$ cat config.mk
export PLATFORM = sky130hd
export DESIGN_NAME = dom_shared_mul_gfn_hs
export DESIGN_NICKNAME = d
export VERILOG_FILES = /design/src/rtl/dom_shared_mul_gfn_hs.sv
export SDC_FILE = /design/constraint.sdc
export NUM_CORES = 1
export LEC_CHECK = 0
export ABC_AREA = 1
export BUFFER_PORTS_ARGS = -buffer_cell sky130_fd_sc_hd__buf_2
export CORE_MARGIN = 1.5
export CORE_UTILIZATION = 30
export DETAILED_ROUTE_END_ITERATION = 7
export PLACE_DENSITY = 0.61
export SLEW_MARGIN = 20
export SYNTH_ARGS = -nofsm -noshare
export SYNTH_HDL_FRONTEND = slang
export SYNTH_SLANG_ARGS = --single-unit
$ cat constraint.sdc
create_clock -name ClkxCI -period 1.2 [get_ports ClkxCI]
set_clock_uncertainty 0.05 [all_clocks]
set_input_delay 0.12 -clock ClkxCI [delete_from_list [all_inputs] [get_ports ClkxCI]]
set_output_delay 0.12 -clock ClkxCI [all_outputs]
set_load 0.01 [all_outputs]
$ cat src/rtl/dom_shared_mul_gfn_hs.sv
// Domain-oriented masked GF(2^N) multiplier with valid/ready handshake and back-pressure.
// Build option: define DOM_MUL_ZEROIZE_EN to clear stage registers whenever they empty.
module dom_shared_mul_gfn_hs #(
  parameter int unsigned N       = 2,
  parameter logic [N:0]  POLY    = 3'b111,
  parameter int unsigned SHARES  = 2,
  parameter int unsigned OUT_REG = 1
) (
  input  logic                              ClkxCI,
  input  logic                              RstxBI,
  input  logic                              InValidxSI,
  output logic                              InReadyxSO,
  input  logic [N*SHARES-1:0]               _XxDI,
  input  logic [N*SHARES-1:0]               _YxDI,
  input  logic [N*SHARES*(SHARES-1)/2-1:0]  _ZxDI,
  output logic                              OutValidxSO,
  input  logic                              OutReadyxSI,
  output logic [N*SHARES-1:0]               _QxDO
);

  function automatic logic [N-1:0] gf_mul(input logic [N-1:0] a, input logic [N-1:0] b);
    logic [N-1:0] acc;
    acc = '0;
    for (int unsigned i = 0; i < N; i++) begin
      acc = (acc << 1) ^ (acc[N-1] ? POLY[N-1:0] : '0);
      if (b[N-1-i]) acc = acc ^ a;
    end
    return acc;
  endfunction

  function automatic int unsigned pair_idx(input int unsigned i, input int unsigned j);
    int unsigned lo;
    int unsigned hi;
    lo = (i < j) ? i : j;
    hi = (i < j) ? j : i;
    return lo * SHARES - (lo * (lo + 1)) / 2 + (hi - lo - 1);
  endfunction

  // Diagonal entries hold the inner term, off-diagonal the blinded cross terms,
  // so each output share is simply the XOR of its row.
  logic [N-1:0] s1_d [SHARES][SHARES];
  logic [N-1:0] s1_q [SHARES][SHARES];
  logic         v1;
  logic [N*SHARES-1:0] q_comb;

  always_comb begin
    for (int unsigned i = 0; i < SHARES; i++) begin
      for (int unsigned j = 0; j < SHARES; j++) begin
        s1_d[i][j] = gf_mul(_XxDI[i*N +: N], _YxDI[j*N +: N]);
        if (i != j) s1_d[i][j] = s1_d[i][j] ^ _ZxDI[pair_idx(i, j)*N +: N];
      end
    end
  end

  always_comb begin
    q_comb = '0;
    for (int unsigned i = 0; i < SHARES; i++) begin
      for (int unsigned j = 0; j < SHARES; j++) begin
        q_comb[i*N +: N] = q_comb[i*N +: N] ^ s1_q[i][j];
      end
    end
  end

  // InReadyxSO is exactly the stage-1 advance condition in both output modes.
  always_ff @(posedge ClkxCI or negedge RstxBI) begin
    if (!RstxBI) begin
      v1   <= 1'b0;
      s1_q <= '{default: '0};
    end else if (InReadyxSO) begin
      v1 <= InValidxSI;
      if (InValidxSI) begin
        s1_q <= s1_d;
      end
`ifdef DOM_MUL_ZEROIZE_EN
      else begin
        s1_q <= '{default: '0};
      end
`endif
    end
  end

  generate
    if (OUT_REG != 0) begin : g_out_reg
      logic                v2;
      logic                s2_load;
      logic [N*SHARES-1:0] q2;

      assign s2_load     = v1 & (~v2 | OutReadyxSI);
      assign InReadyxSO  = ~v1 | s2_load;
      assign OutValidxSO = v2;
      assign _QxDO       = q2;

      always_ff @(posedge ClkxCI or negedge RstxBI) begin
        if (!RstxBI) begin
          v2 <= 1'b0;
          q2 <= '0;
        end else if (s2_load) begin
          v2 <= 1'b1;
          q2 <= q_comb;
        end else if (v2 && OutReadyxSI) begin
          v2 <= 1'b0;
`ifdef DOM_MUL_ZEROIZE_EN
          q2 <= '0;
`endif
        end
      end
    end else begin : g_comb_out
      assign InReadyxSO  = ~v1 | OutReadyxSI;
      assign OutValidxSO = v1;
      assign _QxDO       = q_comb;
    end
  endgenerate

endmodule
==> summary.md <==
| Metric | Value |
|---|---|
| Endpoint arrival time on the critical path | `~0.98 ns` |
| Pint | `0.0009555 W` |
| Source-to-sink clock delay at the later pin of the worst-skew pair | `approximately 0.27 ns` |
| Worst path required time | `roughly 1.0 ns` |
| Number of primary I/O pins | `20` |
| Worst hold-check path type | `in2reg` |
| Synthesized netlist net count | `between 100 and 150` |
| TritonCTS Buffers | `3` |
| Worst-case hold slack | `0.08749 ns` |
| Clock Sinks | `14` |
| Leading register cell type out of synthesis | `dfrtp_1` |
| Count of vias placed by the detailed router | `a little under 800` |
| CP max FO | `4` |
| Kind of start point of the critical path | `register` |
| Height of the die | `~55 microns` |
| Diodes inserted | `0` |
| Post-layout util | `0.4063` |
| Initial core utilization | `0.3214` |
| Critical-path top delay cell | `dfrtp_1` |
| Capturing instance or port of the critical path | `InReadyxSO` |
| Top-area cell type share of the netlist area | `0.4321` |
| Number of filler cells placed in the layout | `~280` |
| Crit-path leading delay family | `flip-flops` |
| Top cells by instance count after synthesis | `nand2_1, nand3_1, dfrtp_1` |
| Drt via density | `between 4 and 5` |
| Nature of the critical path endpoint | `primary output` |
| Post-synth EDFFs | `0` |
| Sequential share of power | `0.468` |
| Largest cells by area after synthesis | `dfrtp_1, nand2_1, nand3_1, xnor2_1, inv_1` |
| Kind of critical path | `reg2out` |
| Total design power | `0.001382 W` |
| Core area | `~0.0025 sq mm` |
| Length in cells of the worst reg-to-reg path | `5` |
| Result of the run | `finished clean` |
| Most instantiated library cell after synthesis | `nand2_1` |
| Buffers and inverters on the worst path | `1` |
| # nets final | `around 160` |
| R2R Path End | `s1_q[5]` |
| Max-Slew Margin vs Limit | `0.7836` |
| GRT overflow | `0` |
| Post-Syn Area | `a little over 800 sq um` |
| Share of the yosys chip area belonging to registers | `0.4321` |
| DIE WIDTH | `~55 microns` |
| Number of H-tree levels | `1` |
| Worst VDD drop | `0.0007604 V` |
| Placement Rows | `18` |
| Mapped Cells | `between 100 and 150` |
| Worst-Margin Slew | `~0.32 ns` |
| Final TNS setup | `0 ns` |
| Maxcap violations | `0` |
| Buffers added on ports | `19` |
| Share of power burned in the clock network | `0.235` |
| Placer's final routability congestion estimate | `between 0.8 and 0.9` |
| Clk slew on worst S/H paths | `roughly 0.080 ns` |
| Worst reg-to-reg setup slack | `~0.12 ns` |
| Average wire per standard cell | `around 10 microns` |
| FF+latch count, synth | `14` |
| Worst-path cell chain | `nand3_2 > buf_2` |
| Maximum number of pins on one net before global-route repair | `15` |
| Post-DRT Antenna Nets | `0` |
| Stage delay of the slowest cell on the critical path | `~0.4 ns` |
| Setup repair after global routing missed its margin | `true` |
| Unique cell type count in the Yosys netlist | `14` |
| Cell taking the most area after synthesis | `dfrtp_1` |
| Die Area | `0.003023 sq mm` |
| Root buffer cell | `clkbuf_4` |
| Via count of the first global-routing pass | `roughly 680` |
| Count of yosys warnings during synthesis | `0` |
| Levels on crit path | `2` |
| Syn_area_per_cell | `just over 7 sq um` |
| Static Leak | `0.5543 nW` |
| Total wire length after detailed routing | `about 1700 microns` |
| Net switching share of the total power | `0.3088` |
| Reg2Reg Launch Point | `OutValidxSO` |
| Number of search-and-repair iterations in the first detailed-routing pass | `4` |
| Number of antenna violations at the first check in global routing | `0` |
| Portion of the clock cycle consumed by the worst path in the final layout | `0.9585` |
| Share of synthesized flip-flops with an asynchronous set or reset | `1.000` |
| CP startpoint | `OutValidxSO` |
| Total Routing Usage GR | `0.1274` |
| Half-perimeter wire length after placement | `~1300 microns` |
| Number of design-rule violations left by the first detailed-router iteration | `9` |
| Logic gate share of total power | `0.298` |
| TritonCTS clock tree | `built` |
| Hold Violations, Final | `0` |
| Fraction of final layout cells sized beyond drive strength 1 | `0.2214` |
| Total of endpoints with negative setup slack in the final report | `0` |
| Worst-case clock buffer depth | `2` |
| DR DRC count | `0` |
| Synth-to-Final Area Change | `26.39%` |
| Global-route wire length before repair | `2753 microns` |
| Post-layout min period | `between 1 and 1.5 ns` |
| Maximum clock frequency | `a little under 0.9 GHz` |
| Final slew viol count | `0` |
| Power per unit of standard cell area | `roughly 1300 mW/mm^2` |
| Net switching component of the power | `0.0004269 W` |
[stage by stage]
stage / cells / setup WS, ns / area, sq um
floorplan: 112 / 0.1141 / 810.8
global placement: 160 / 0.08795 / 935.9
detailed placement: 160 / 0.01927 / 935.9
CTS: 165 / 0.0001538 / 982.2
global route: 170 / -0.01331 / 1025
finish: 170 / 0.04984 / 1025
[how the worst min path moves through the flow]
stage,endpoint,slack [ns],cells after the start,startpoint
detailed placement,_QxDO[2],-0.02,1,RstxBI
global placement,_QxDO[2],-0.02,1,RstxBI
CTS,OutValidxSO,0.08,4,OutReadyxSI
floorplan,OutValidxSO,-0.23,0,RstxBI
finish,OutValidxSO,0.09,4,OutReadyxSI
global route,OutValidxSO,0.09,4,OutReadyxSI
[area by class of cell]
type	instances	area, sq um	share of cell area
tap	30	37.54	0.03663
inverter	13	48.80	0.04762
timing repair buffer	25	142.6	0.1392
multi-input combinational	84	409.1	0.3993
sequential	14	350.3	0.3419
clock buffer	4	36.28	0.03541
[metal layers]
layer | vias to the layer above | routed length (microns) | GRT usage
li1 | 411 | - | -
met2 | 25 | 682 | 0.2024
met1 | 331 | 831 | 0.1606
met4 | 0 | 35 | 0.08537
met5 | - | 0 | 0
met3 | 4 | 105 | 0.01613
[power by group through the flow]
| stage | Combinational, W | Clock [W] | Sequential [W] |
|---|---|---|---|
| final | 0.000411 | 0.000324 | 0.000647 |
| after global routing | 0.000477 | 0.000364 | 0.000669 |
| after CTS | 0.000392 | 0.000341 | 0.000648 |
| after detailed placement | 0.000387 | 0 | 0.000658 |
| after global placement | 0.000384 | 0 | 0.000653 |
| after floorplan | 0.000220 | 0 | 0.000680 |
[flip-flops by register name, summed over array words and instances (netlist names)]
register / count
OutValidxSO: 1
_QxDO: 4
s1_q: 8
v1: 1
[placed cells by master, fill, tap and decap left out, types with 2 or more instances in the layout]
cell type	n
buf_4	5
o21bai_1	2
inv_1	13
buf_2	19
xnor2_1	6
o21ai_0	4
nand2_1	43
dfrtp_1	14
o211ai_1	2
clkbuf_4	3
nor2_1	4
nand3_1	16
a21oi_1	4
[what timing repair did]
| item | in CTS | in global routing |
|---|---|---|
| setup endpoints to repair | 0 | 4 |
| buffers inserted | 0 | 5 |
| hold endpoints to repair | 14 | 0 |
| hold buffers | 1 | 0 |
| resized for setup | 0 | 1 |
[worst register-to-register path, delay by kind of cell (launching register included)]
kind	cells	cell delay, ns
AND/OR/NAND/NOR	4	0.43
flip-flops	1	0.41
buffers and inverters	1	0.09
[cells by family after synthesis]
group / share of synthesized area
xor+xnor: 0.06481
simple gates: 0.3364
compound gates: 0.09722
flops: 0.4321
buf+inv: 0.06945
No activity file was read; power rests on OpenSTA's default activity.
